[config.mk]
export PLATFORM = sky130hd
export DESIGN_NAME = rng_tx_scheduler
export DESIGN_NICKNAME = d
export VERILOG_FILES = /design/src/rtl/rng_sched_pkg.sv /design/src/rtl/rng_byte_fifo.sv /design/src/rtl/rng_tx_scheduler.sv
export SDC_FILE = /design/constraint.sdc
export NUM_CORES = 1
export LEC_CHECK = 0
export CORE_MARGIN = 5
export CORE_UTILIZATION = 50
export CTS_CLUSTER_SIZE = 12
export DETAILED_ROUTE_END_ITERATION = 8
export PLACE_DENSITY_LB_ADDON = 0.3
export REMOVE_ABC_BUFFERS = 1
export SYNTH_ARGS = -nofsm -noshare
export SYNTH_HDL_FRONTEND = slang
export SYNTH_SLANG_ARGS = --single-unit
export TNS_END_PERCENT = 30
[constraint.sdc]
create_clock -name clk -period 3 [get_ports clk]
set_clock_uncertainty 0.1 [all_clocks]
set_input_delay 0.3 -clock clk [delete_from_list [all_inputs] [get_ports clk]]
set_output_delay 0.3 -clock clk [all_outputs]
set_load 0.1 [all_outputs]
[src/rtl/rng_sched_pkg.sv]
// Shared types and constants for the RNG byte scheduler: the dispatch FSM states
// and the drop counter width.
package rng_sched_pkg;

  typedef enum logic {
    IDLE  = 1'b0,
    GUARD = 1'b1
  } sched_state_e;

  localparam int unsigned DROP_CNT_W = 16;

endpackage

[src/rtl/rng_byte_fifo.sv]
// Byte FIFO with occupancy output. Head data is readable combinationally; a push
// while full and a pop while empty are ignored.
module rng_byte_fifo #(
  parameter int unsigned DEPTH = 8,
  parameter int unsigned DW    = 8
) (
  input  logic                   clk,
  input  logic                   rst_n,
  input  logic                   push_i,
  input  logic [DW-1:0]          push_data_i,
  input  logic                   pop_i,
  output logic [DW-1:0]          head_o,
  output logic                   full_o,
  output logic                   empty_o,
  output logic [$clog2(DEPTH):0] level_o
);

  localparam int unsigned AW = $clog2(DEPTH);
  localparam int unsigned LW = AW + 1;

  logic [DW-1:0] mem_q [DEPTH];
  logic [AW-1:0] wr_ptr_q, rd_ptr_q;
  logic [LW-1:0] level_q, level_d;
  logic          do_push, do_pop;

  assign full_o  = (level_q == LW'(DEPTH));
  assign empty_o = (level_q == '0);
  assign do_push = push_i && !full_o;
  assign do_pop  = pop_i && !empty_o;
  assign head_o  = mem_q[rd_ptr_q];
  assign level_o = level_q;

  always_comb begin
    level_d = level_q;
    unique case ({do_push, do_pop})
      2'b10:   level_d = level_q + LW'(1);
      2'b01:   level_d = level_q - LW'(1);
      default: level_d = level_q;
    endcase
  end

  // NOTE: sequential state is written with non-blocking assignments so every
  // register samples the pre-edge values of the others.
  always_ff @(posedge clk or negedge rst_n) begin
    if (!rst_n) begin
      wr_ptr_q <= '0;
      rd_ptr_q <= '0;
      level_q  <= '0;
    end else begin
      if (do_push) wr_ptr_q <= wr_ptr_q + AW'(1);
      if (do_pop)  rd_ptr_q <= rd_ptr_q + AW'(1);
      level_q <= level_d;
    end
  end

  // NOTE: the storage array has no reset; the pointers and level already mark
  // every entry invalid, and a reset here would only cost flops and routing.
  always_ff @(posedge clk) begin
    if (do_push) mem_q[wr_ptr_q] <= push_data_i;
  end

endmodule

[src/rtl/rng_tx_scheduler.sv]
// Packs de-biased random bits into bytes, buffers them and dispatches them to a
// bank of UART transmitters with rotating priority. Define RNG_SCHED_HEALTH_EN
// to enable the repetition health test.
module rng_tx_scheduler
  import rng_sched_pkg::*;
#(
  parameter int unsigned NUM_PORTS  = 4,
  parameter int unsigned FIFO_DEPTH = 8,
  parameter int unsigned REP_LIMIT  = 4
) (
  input  logic                        clk,
  input  logic                        reset,
  input  logic                        bit_in,
  input  logic                        bit_valid,
  input  logic [NUM_PORTS-1:0]        tx_ready,
  output logic [NUM_PORTS-1:0]        tx_start,
  output logic [7:0]                  tx_byte,
  output logic [$clog2(FIFO_DEPTH):0] fifo_level,
  output logic [DROP_CNT_W-1:0]       drop_count,
  output logic                        health_fail
);

  localparam int unsigned PW = (NUM_PORTS > 1) ? $clog2(NUM_PORTS) : 1;

  if (NUM_PORTS < 1 || NUM_PORTS > 16 || FIFO_DEPTH < 2 ||
      (FIFO_DEPTH & (FIFO_DEPTH - 1)) != 0 || REP_LIMIT < 1) begin : g_bad_params
    $error("rng_tx_scheduler: illegal parameter set");
  end

  // ---------------- bit packer ----------------
  logic [2:0] bit_idx_q, bit_idx_d;
  logic [6:0] shreg_q, shreg_d;
  logic       byte_done;
  logic [7:0] new_byte;

  // NOTE: every signal written in an always_comb gets a default first, so no
  // path can leave it unassigned and infer a latch.
  always_comb begin
    bit_idx_d = bit_idx_q;
    shreg_d   = shreg_q;
    byte_done = 1'b0;
    new_byte  = {bit_in, shreg_q};
    if (bit_valid) begin
      if (bit_idx_q == 3'd7) begin
        byte_done = 1'b1;
        bit_idx_d = 3'd0;
      end else begin
        shreg_d[bit_idx_q] = bit_in;
        bit_idx_d          = bit_idx_q + 3'd1;
      end
    end
  end

  // ---------------- health test ----------------
  logic health_block;

`ifdef RNG_SCHED_HEALTH_EN
  localparam int unsigned RUN_W = $clog2(REP_LIMIT + 1);

  logic [7:0]       prev_byte_q;
  logic             prev_vld_q;
  logic [RUN_W-1:0] run_q, run_d;
  logic             fail_q, fail_d;

  // The run length counts the current byte, so REP_LIMIT identical bytes trip it.
  always_comb begin
    run_d  = run_q;
    fail_d = fail_q;
    if (byte_done) begin
      if (prev_vld_q && (new_byte == prev_byte_q))
        run_d = (run_q == RUN_W'(REP_LIMIT)) ? run_q : run_q + RUN_W'(1);
      else
        run_d = RUN_W'(1);
      if (run_d == RUN_W'(REP_LIMIT)) fail_d = 1'b1;
    end
  end

  always_ff @(posedge clk or negedge reset) begin
    if (!reset) begin
      prev_byte_q <= '0;
      prev_vld_q  <= 1'b0;
      run_q       <= '0;
      fail_q      <= 1'b0;
    end else begin
      if (byte_done) begin
        prev_byte_q <= new_byte;
        prev_vld_q  <= 1'b1;
      end
      run_q  <= run_d;
      fail_q <= fail_d;
    end
  end

  assign health_block = fail_q;
  assign health_fail  = fail_q;
`else
  assign health_block = 1'b0;
  assign health_fail  = 1'b0;
`endif

  // ---------------- FIFO and drop counter ----------------
  logic                  push_req, fifo_push, fifo_pop, fifo_full, fifo_empty, drop;
  logic [7:0]            fifo_head;
  logic [DROP_CNT_W-1:0] drop_cnt_q;

  assign push_req  = byte_done && !health_block;
  assign fifo_push = push_req && !fifo_full;
  assign drop      = push_req && fifo_full;

  rng_byte_fifo #(
    .DEPTH (FIFO_DEPTH),
    .DW    (8)
  ) u_fifo (
    .clk         (clk),
    .rst_n       (reset),
    .push_i      (fifo_push),
    .push_data_i (new_byte),
    .pop_i       (fifo_pop),
    .head_o      (fifo_head),
    .full_o      (fifo_full),
    .empty_o     (fifo_empty),
    .level_o     (fifo_level)
  );

  // ---------------- dispatch FSM ----------------
  sched_state_e         state_q, state_d;
  logic [PW-1:0]        rr_ptr_q, rr_ptr_d;
  logic [NUM_PORTS-1:0] tx_start_q, tx_start_d;
  logic [7:0]           tx_byte_q, tx_byte_d;
  logic                 hit;
  logic [PW-1:0]        hit_idx, cand_idx;
  int unsigned          cand;

  always_comb begin
    state_d    = state_q;
    rr_ptr_d   = rr_ptr_q;
    tx_start_d = '0;
    tx_byte_d  = tx_byte_q;
    fifo_pop   = 1'b0;
    hit        = 1'b0;
    hit_idx    = '0;
    cand       = 0;
    cand_idx   = '0;

    // First ready port at or above rr_ptr, wrapping modulo NUM_PORTS.
    for (int unsigned i = 0; i < NUM_PORTS; i++) begin
      cand = 32'(rr_ptr_q) + i;
      if (cand >= NUM_PORTS) cand = cand - NUM_PORTS;
      cand_idx = PW'(cand);
      if (!hit && tx_ready[cand_idx]) begin
        hit     = 1'b1;
        hit_idx = cand_idx;
      end
    end

    unique case (state_q)
      IDLE: begin
        if (!fifo_empty && hit) begin
          tx_start_d[hit_idx] = 1'b1;
          tx_byte_d           = fifo_head;
          fifo_pop            = 1'b1;
          rr_ptr_d            = (hit_idx == PW'(NUM_PORTS - 1)) ? '0 : hit_idx + PW'(1);
          state_d             = GUARD;
        end
      end
      GUARD:   state_d = IDLE;
      default: state_d = IDLE;
    endcase
  end

  always_ff @(posedge clk or negedge reset) begin
    if (!reset) state_q <= IDLE;
    else        state_q <= state_d;
  end

  always_ff @(posedge clk or negedge reset) begin
    if (!reset) begin
      bit_idx_q  <= '0;
      shreg_q    <= '0;
      rr_ptr_q   <= '0;
      tx_start_q <= '0;
      tx_byte_q  <= '0;
      drop_cnt_q <= '0;
    end else begin
      bit_idx_q  <= bit_idx_d;
      shreg_q    <= shreg_d;
      rr_ptr_q   <= rr_ptr_d;
      tx_start_q <= tx_start_d;
      tx_byte_q  <= tx_byte_d;
      if (drop && (drop_cnt_q != '1)) drop_cnt_q <= drop_cnt_q + DROP_CNT_W'(1);
    end
  end

  assign tx_start   = tx_start_q;
  assign tx_byte    = tx_byte_q;
  assign drop_count = drop_cnt_q;

endmodule

# Word-level counts from Yosys, hierarchy flattened
# Memory sizes are Yosys's and may differ from the RTL's. A register that Yosys moved wholly into a read port is not among the register bits.
# Index checks and enable logic that the tools add are counted.
# classes
n_addsub,14
magnitude_cmp,12
n_eq_ne,6
n_mux,37
bitwise,2
reduce_logical,21
# op_table
cell,count
2-bit two-way mux,9
"16-bit by 1-bit adder with 16-bit output, second input constant",1
1-bit two-way mux,16
"16-bit inequality test, second input constant",1
"2-bit by 3-bit less-than comparator with 1-bit output, second input constant",5
1-bit logical AND,11
"3-bit by 1-bit adder with 3-bit output, second input constant",3
"3-bit greater-or-equal comparator, second input constant",3
1-bit binary-select mux with 2-bit select,4
4-bit two-way mux,2
4-bit case mux with 2 select lines,1
"2-bit by 1-bit subtractor with 2-bit output, second input constant",4
7-bit bitwise mux,1
"2-bit by 2-bit adder with 3-bit output, second input constant",2
1-bit zero test,6
"4-bit by 1-bit adder with 4-bit output, second input constant",1
"2-bit == test, second input constant",2
"4-bit == test, second input constant",1
4-bit zero test,1
"3-bit by 4-bit less-than comparator with 1-bit output, second input constant",1
2-bit AND reduction,2
"4-bit by 1-bit subtractor with 4-bit output, second input constant",1
"2-bit by 1-bit adder with 3-bit output, second input constant",1
1-bit demux with 3-bit select,1
other kinds (11),12
# totals
register_bits,43
ramBits,64
in_bits,8
output_inout_bits,33
memories,1
# memory_table
memory,depth,width,read_ports,rd_clocked_by_memory_dff,wr,line,text
u_fifo.mem_q,8,8,1,1,1,rng_byte_fifo.sv:21,logic [DW-1:0] mem_q [DEPTH];

# Longest topological paths before layout
# Gate-level depths: netlist of run 1.
# depth
ltp_word,20
depth_mapped,12
mapped_depth_nobuf,12

# Hierarchy
# Synthesis of run 1 repeated with hierarchy kept, for this count alone.
# unflattened
hier_cells,326
area_unflattened_um2,5146.2
# modules_own_cells
mod,instances,cells_per_inst,area_per_inst_um2
rng_byte_fifo,1,160,3124.2
rng_tx_scheduler,1,166,2021.9

# Worst setup path before layout of run 1
# No wires, ideal clock.
# synth_path
path_kind,flip-flop to flip-flop
startpoint,register u_fifo.level_q[1] (netlist: u_fifo.level_o[1])
endpoint,register u_fifo.level_q[2] (netlist: u_fifo.level_o[2])
arrival_ns,2.823
path_slack_ns,-0.088
stages_incl_launch_ff,11
period_less_slack_ns,3.088
cell_sequence,dfrtp_1 > or4b_4 > nor2b_1 > inv_1 > ha_1 > xor2_1 > ha_1 > a21oi_1 > xor2_1 > nor2_1 > xor2_1
# synth_via
elab_chain_len,8
word_cells_on_any_way,16
cone_classes,add/sub (2); eq/ne (3); mux (3); reduce/logical (8)
# synth_lines
item,line,text
"start, declared",rng_byte_fifo.sv:23,"logic [LW-1:0] level_q, level_d;"
"start signal, assigned",rng_byte_fifo.sv:52,level_q <= level_d;
4-bit zero test,rng_byte_fifo.sv:27,assign empty_o = (level_q == '0);
1-bit zero test,"rng_byte_fifo.sv:29, rng_tx_scheduler.sv:158",
1-bit logical AND,rng_tx_scheduler.sv:158,if (!fifo_empty && hit) begin
1-bit two-way mux,rng_tx_scheduler.sv:158,
1-bit two-way mux,rng_tx_scheduler.sv:156,unique case (state_q)
1-bit logical AND,rng_byte_fifo.sv:29,assign do_pop = pop_i && !empty_o;
2-bit by 1-bit == test with 1-bit output or 2-bit == test (tied branches),rng_byte_fifo.sv:35,"unique case ({do_push, do_pop})"
4-bit case mux with 2 select lines or 2-bit nonzero test (tied branches),n/a,
# Parallel ways exist; a longest one is shown, timed or not.
# A chain may end at the register's enable or synchronous reset.

# Worst setup path in the final report of run 1
# layout_path
startpoint,register u_fifo.level_q[1] (netlist: u_fifo.level_o[1])
endpoint,register u_fifo.level_q[2] (netlist: u_fifo.level_o[2])
# layout_via
elab_chain_len,8
word_cells_on_any_way,16
cone_classes,add/sub (2); eq/ne (3); mux (3); reduce/logical (8)
# layout_lines
item,line,text
4-bit zero test *,rng_byte_fifo.sv:27,
1-bit zero test *,"rng_byte_fifo.sv:29, rng_tx_scheduler.sv:158",
1-bit logical AND,rng_tx_scheduler.sv:158,
1-bit two-way mux,rng_tx_scheduler.sv:158,
1-bit two-way mux,rng_tx_scheduler.sv:156,
1-bit logical AND *,rng_byte_fifo.sv:29,
net u_fifo.do_pop,rng_byte_fifo.sv:24,"logic do_push, do_pop;"
2-bit by 1-bit == test with 1-bit output or 2-bit == test (tied branches),rng_byte_fifo.sv:35,
4-bit case mux with 2 select lines or 2-bit nonzero test (tied branches),n/a,
# Mark *: on every way through the listed nets, which the timed path passes. The rest lies on a longest branch.

==> results.md, run 1 <==
* Status: finished, final reports clean
* Number of diodes at 0
* Pre-antenna DRT Iters at 4
* WHS at about 340 ps
* Reg2Reg Depth at 9
* Initial antenna violation count at 0
* Synthesized area at 0.004906 mm2
* Total CTS buffers at 17
* Vias in the first global route at 2889
* Commonest cells after routing, fill and taps aside: edfxtp_1 (64), dfrtp_1 (51), buf_4 (48), nor2_1 (22)
* Avg Vias per Cell at 5.319
* VDD IR max at 0.4888 mV
* CTS sink count at ~120
* Sw frac at 36.40%
* RSZ-0062 raised after global routing: false
* CTS tree: built
* Worst Path Max Fanout at 8
* FF+latch count, synth at 115
* Setup TNS at 0 ps
* Post-DRT Antenna Nets at 0
* CP Launch Point: u_fifo.level_o[1]
* WP data arrival at between 2000 and 3000 ps
* Fillers at 713
* Final-report setup violation count at 0
* Die H at 109.1 um
* Routed Wire Length at slightly above 9 mm
* Final worst-path cycle share at around 88%
* Crit path capture type: flop
* Count of boundary I/O pins at between 40 and 50
* Max-slew violations at 0
* CP required at roughly 3300 ps
* Post-route cell area at between 0.006 and 0.007 mm2
* Dpl cell area at 0.005451 mm2
* Synthesized instance count at around 320
* Post-synth top flop: edfxtp_1
* Die Width at around 110 um
* EDFF count, synth at between 60 and 70
* Worst slew margin relative to its limit at 43.59%
* Asr flop ratio synth at 44.35%
* Crit path max-delay cell type: nor4_1
* Comb pwr share at 32.2%
* Hold WC Path Type: in -> async
* DR iter-0 viols at 132
* H-tree level count at 4
* Largest net degree at the start of global routing at 36
* Commonest non-fill, non-tap cell in the layout: edfxtp_1
* Tightest Pin Transition at around 850 ps
* Die footprint at 0.01189 mm2
* CTS clk-pin slew, worst paths at approximately 60 ps
* Worst setup SP type: flop
* DR DRC count at 0
* Sequential area share after synthesis at 65.19%
* Final nets at 407
* DR vias at 2835
* Global route overflow at 0
* Cell at the root of the clock tree: clkbuf_8
* Layout cells sized above 1 at 28.50%
* Final Instance Count excl. Fillers at 533
* Clock Latency Late Sink at 510 ps
* Placer Congestion at roughly 0.8
* GRT Resource Usage Total at 17.36%
* Critical path's most frequent cell: xor2_1
* CTS max path bufs at 2
* Pint at 0.004160 W
* Synth-to-Final Area Change at 23.49%
* Max-cap violation count at 0
* First-pass GRT wire length at 14.95 mm
* Critical R2R Launch: u_fifo.level_o[1]
* Power Density at 1080 mW/mm2
* Number of buffers inserted by post-CTS setup repair at 0
* Placed Cells at 500
* Fmax at 0.3783 GHz
* CP cell instances: nor4_1 -> nor3_1 -> ha_1 -> xor2_1 -> ha_1 -> a21oi_1 -> xor2_1 -> nor2_1 -> xor2_1
* Buffers added on ports at 39
* Row count at 36
* Post-synthesis average cell area at approximately 15 um2
* Core box area at approximately 0.0097 mm2
* Initial core utilization at 50.66%
* Clk network pwr share at a little under a third
* Yosys warning total at 0
* Min cycle time layout at 2643 ps
* DP HPWL at 5.695 mm
* Worst path max stage delay at 620 ps
* Storage cell area at roughly 0.0032 mm2
* Netlist cell types at 45
* Kind of critical path: reg -> reg
* Multi-input logic area at around 0.0016 mm2
* Reg power frac at 37.1%
* Leakage at about 2.4 nW
* Fin. Hold Viols at 0
* DR WL/cell at 17.09 um
* P_sw at 0.002380 W
## layout make-up
class,count,area share (%)
clock buffer,20,7.187
clock inverter,12,2.664
inverter,5,0.3098
tap,133,2.747
multi-input combinational,192,27.12
sequential,115,52.79
timing repair buffer,56,7.187
## repair_timing
action | 4_1_cts | 5_1_grt
hold buffers | 1 | 0
hold endpoints to repair | 33 | 0
resized for setup | 0 | 0
## power groups by stage
stage | clock network, W | logic, W | registers [W]
global route | 0.00213 | 0.00226 | 0.00248
detailed placement | 0 | 0.00212 | 0.00245
CTS | 0.00205 | 0.00213 | 0.00243
finish | 0.00201 | 0.00211 | 0.00243
floorplan | 0 | 0.000875 | 0.00315
global placement | 0 | 0.00207 | 0.00243
## final timing paths
check	endpoint	slack, ps
worst min-delay path	drop_count[11]	340
worst max-delay path	u_fifo.level_o[2]	360
max in group asynchronous	shreg_q[3]	1810
min in group clk	bit_idx_q[1]	390
worst min register to register	drop_count[12]	410
worst max register to register	u_fifo.level_o[2]	360
## state kept, by name, summed over array words and instances (netlist names)
name,flops
u_fifo.rd_ptr_q,3
drop_count,16
bit_idx_q,3
rr_ptr_q,2
state_q,1
u_fifo.wr_ptr_q,3
u_fifo.mem_q,64
tx_byte,8
tx_start,4
u_fifo.level_o,4
shreg_q,7
## worst max-delay path, delay by kind of cell, from the launching register on
| kind | cells | cell delay (ps) |
|---|---|---|
| AND/OR/NAND/NOR | 3 | 850 |
| adder cells (fa/ha/maj) | 2 | 500 |
| AO/OA/AOI/OAI | 1 | 140 |
| XOR/XNOR | 3 | 470 |
| flip-flops | 1 | 460 |
## per-layer routing
layer,GRT usage (%),up-vias,share of wire [%],wire (um)
met5,0,-,0,0
met4,8.296,0,1.9,171
met3,5.388,11,4.5,408
met2,28.77,68,53,4807
met1,20.62,1409,41,3719
li1,-,1347,-,-
## cell families (layout without fill, tap and decap cells)
logic type | Yosys count | count (layout) | share of synthesized area [%]
xor+xnor | 20 | 20 | 3.571
mux | 41 | 41 | 12.93
simple gates | 96 | 96 | 11.12
fa+ha+maj | 12 | 12 | 3.060
other cells | 1 | 1 | 0.07644
buf+inv | 15 | 93 | 1.428
flops | 115 | 115 | 65.19
compound gates | 22 | 22 | 2.627
## per-stage QoR
stage          utilization, %  total power, W  worst slack, ps
2_1_floorplan               -        0.004029           -278.6
3_3_place_gp            56.29        0.004499            285.8
3_5_place_dp            56.29        0.004566            237.1
4_1_cts                 62.56        0.006617            370.7
5_1_grt                 62.56        0.006874            90.11
6_report                62.56        0.006541            356.5
## cells in the mapped netlist, types with 5 or more instances
cell | n | share of area [%]
a21oi_1 | 13 | 1.3
and3_1 | 5 | 0.64
clkbuf_1 | 5 | 0.38
dfrtp_1 | 51 | 26
edfxtp_1 | 64 | 39
ha_1 | 12 | 3.1
inv_1 | 5 | 0.38
mux2_2 | 14 | 3.2
mux2i_1 | 9 | 1.8
mux4_2 | 16 | 7.3
nand2_1 | 12 | 0.92
nand2b_1 | 6 | 0.77
nand3_1 | 9 | 0.92
nand4_1 | 6 | 0.77
nor2_1 | 22 | 1.7
nor3_1 | 13 | 1.3
xnor2_1 | 7 | 1.2
xor2_1 | 13 | 2.3
Power figures use the tool's default switching activity.
==> run 2: changes to the inputs <==
- SLEW_MARGIN: default -> 20
==> results of run 2 <==
Same layout as run 1: the final DEF is identical, and so are final timing and power.
==> run 3: changes to the inputs <==
--- a/config.mk
+++ b/config.mk
@@ -12,3 +12,2 @@
 export PLACE_DENSITY_LB_ADDON = 0.3
-export REMOVE_ABC_BUFFERS = 1
 export SLEW_MARGIN = 20
==> constraint.sdc (replaced) <==
create_clock -name clk -period 3 [get_ports clk]
set_clock_uncertainty 0.1 [all_clocks]
set_input_delay 0.45 -clock clk [delete_from_list [all_inputs] [get_ports clk]]
set_output_delay 0.45 -clock clk [all_outputs]
set_load 0.1 [all_outputs]
==> results.md, run 3 (synthesized netlist as in run 1, its figures left out) <==
* DR iter-0 viols at 153 (+16%)
* Worst Path Max Fanout at 7 (-1)
* Power Density at 1082 mW/mm2 (+0.21%)
* Core box area at 0.009684 mm2 (unchanged)
* Buffers added on ports at 39 (unchanged)
* CTS max path bufs at 2 (unchanged)
* Cell at the root of the clock tree: clkbuf_8
* Final worst-path cycle share at 85.98% (-2.1 points)
* Count of boundary I/O pins at 41 (unchanged)
* Reg power frac at 37.2% (about the same)
* CTS tree: built
* VDD IR max at 0.6776 mV (+39%)
* Leakage at 2.420 nW (-1.2%)
* Syn_nets at 342
* Final worst slack at 420.7 ps (+64.16 ps)
* Vias in the first global route at 2933 (+1.5%)
* DR WL/cell at 16.75 um (-2.0%)
* Post-DRT Antenna Nets at 0 (unchanged)
* Initial core utilization at 50.66% (unchanged)
* Multi-input logic area at 0.001643 mm2 (unchanged)
* Placer Congestion at 0.7693 (-1.9%)
* Synth-to-Final Area Change at 23.08%
* Die H at 109.1 um (unchanged)
* Fillers at 710 (-0.42%)
* DR vias at 2842 (+0.25%)
* Max-cap violation count at 0 (unchanged)
* Avg Vias per Cell at 5.362 (+0.81%)
* Storage cell area at 0.003203 mm2 (+0.16%)
* Clock Latency Late Sink at 520 ps (about the same)
* H-tree level count at 4 (unchanged)
* Status: finished, final reports clean
* CTS sink count at 115 (unchanged)
* Final nets at 404 (-0.74%)
* Min cycle time layout at 2579 ps (-64.16 ps)
* Total power at 0.006533 W (-0.12%)
* DP HPWL at 5.580 mm (-2.0%)
* Row count at 36 (unchanged)
* # hold bufs at CTS at 1 (unchanged)
* CTS clk-pin slew, worst paths at 60 ps (about the same)
* Pre-antenna DRT Iters at 5 (+1)
* GRT Resource Usage Total at 17.06% (-0.30 points)
* Fmax at 0.3877 GHz (+2.5%)
* Final-report setup violation count at 0 (unchanged)
* WP data arrival at 2880 ps (-40 ps)
* Dpl cell area at 0.005434 mm2 (-0.32%)
* Core Util, Final at 62.35% (-0.21 points)
* P_sw at 0.002456 W (+3.2%)
* Reg-to-Reg End: u_fifo.level_o[2]
* CP required at 3300 ps (+20 ps)
* Commonest non-fill, non-tap cell in the layout: edfxtp_1
* Number of buffers inserted by post-CTS setup repair at 0 (unchanged)
* Worst slew margin relative to its limit at 44.89% (+1.3 points)
* Dpl ws at 72.75 ps (-164.3 ps)
* Sw frac at 37.59% (+1.2 points)
* Post-route cell area at 0.006038 mm2 (-0.33%)
* RSZ-0062 raised after global routing: false
* Post_cts resized at 0 (unchanged)
* Max-slew violations at 0 (unchanged)
* Layout cells sized above 1 at 29.47% (+0.97 points)
* Worst setup SP type: flop
* Tightest Pin Transition at 826.6 ps (-19.55 ps)
* Pint at 0.004077 W (-2.0%)
* Commonest cells after routing, fill and taps aside: edfxtp_1 (64), dfrtp_1 (47), buf_4 (45), nor2_1 (22)
* Routed Wire Length at 8.877 mm (-2.5%)
* Critical R2R Launch: bit_idx_q[1]
* Fin. Hold Viols at 0 (unchanged)
* Crit path capture type: flop
* Largest net degree at the start of global routing at 31 (-14%)
* Clk network pwr share at 30.8% (about the same)
* DR DRC count at 0 (unchanged)
* Total CTS buffers at 17 (unchanged)
* Setup TNS at 0 ps (unchanged)
* First-pass GRT wire length at 14.85 mm (-0.70%)
* Hold WC Path Type: in -> async
* Die Width at 109.1 um (unchanged)
* Largest register FFs at 64 (unchanged)
* Die footprint at 0.01189 mm2 (unchanged)
* R2R Setup Slk at 420 ps (+60 ps)
* Initial antenna violation count at 0 (unchanged)
* Global route overflow at 0 (unchanged)
* Largest reg by FF count: u_fifo.mem_q
* Comb pwr share at 32.0% (-0.2 points)
* Number of diodes at 0 (unchanged)
* Reg2Reg Depth at 12 (+3)
* Kind of critical path: reg -> reg
[run 3: cell types whose count changed in the layout (fill, tap and decap cells not counted), sizes merged]
cell	change
buf	-3
bufinv	-1
clkbuf	-3
clkinv	-1
clkinvlp	+1
inv	+4
[run 3: worst max-delay path by stage]
stage | start | to | slack, ps
floorplan | u_fifo.level_o[1] | u_fifo.level_o[2] | 240
global placement | tx_ready[1] | u_fifo.level_o[2] | 150
detailed placement | tx_ready[1] | u_fifo.level_o[2] | 70
CTS | bit_idx_q[1] | u_fifo.level_o[2] | 380
global route | bit_idx_q[1] | u_fifo.level_o[2] | 200
finish | bit_idx_q[1] | u_fifo.level_o[2] | 420
[run 3: critical path, stage by stage (launching register included)]
cell	delay, ps
dfrtp_1	440
ha_1	190
ha_1	180
nand2_1	150
nor2b_1	220
inv_1	80
ha_1	250
xor2_1	170
ha_1	180
a21oi_1	150
xor2_1	150
nor2_1	60
xor2_1	140
[run 3: cell type report]
class | count | area share, %
Sequential cell | 115 | 53.05
Clock inverter | 15 | 2.984
Tap cell | 133 | 2.756
Inverter | 5 | 0.3108
Multi-Input combinational cell | 192 | 27.21
Timing Repair Buffer | 53 | 6.838
Clock buffer | 17 | 6.859
[run 3: through the flow]
stage                     cells  hold slack (ps)
final                       530            409.9
after global routing        530            432.3
after CTS                   530            410.8
after detailed placement    497            402.7
after global placement      497            393.7
after floorplan             322            54.41
[run 3: metal layers]
layer	vias to the layer above	routed length, um	track usage [%]
met5	-	0	0
met4	0	151	6.763
met3	15	306	5.269
met2	44	4523	27.85
met1	1452	3896	21.28
li1	1331	-	-
[run 3: power by group through the flow]
stage / registers, W / logic (W) / clock network, W
after floorplan: 0.00306 / 0.00101 / 0
after global placement: 0.00244 / 0.00207 / 0
after detailed placement: 0.00246 / 0.00211 / 0
after CTS: 0.00244 / 0.00213 / 0.00204
after global routing: 0.00249 / 0.00225 / 0.00214
final: 0.00243 / 0.00209 / 0.00201
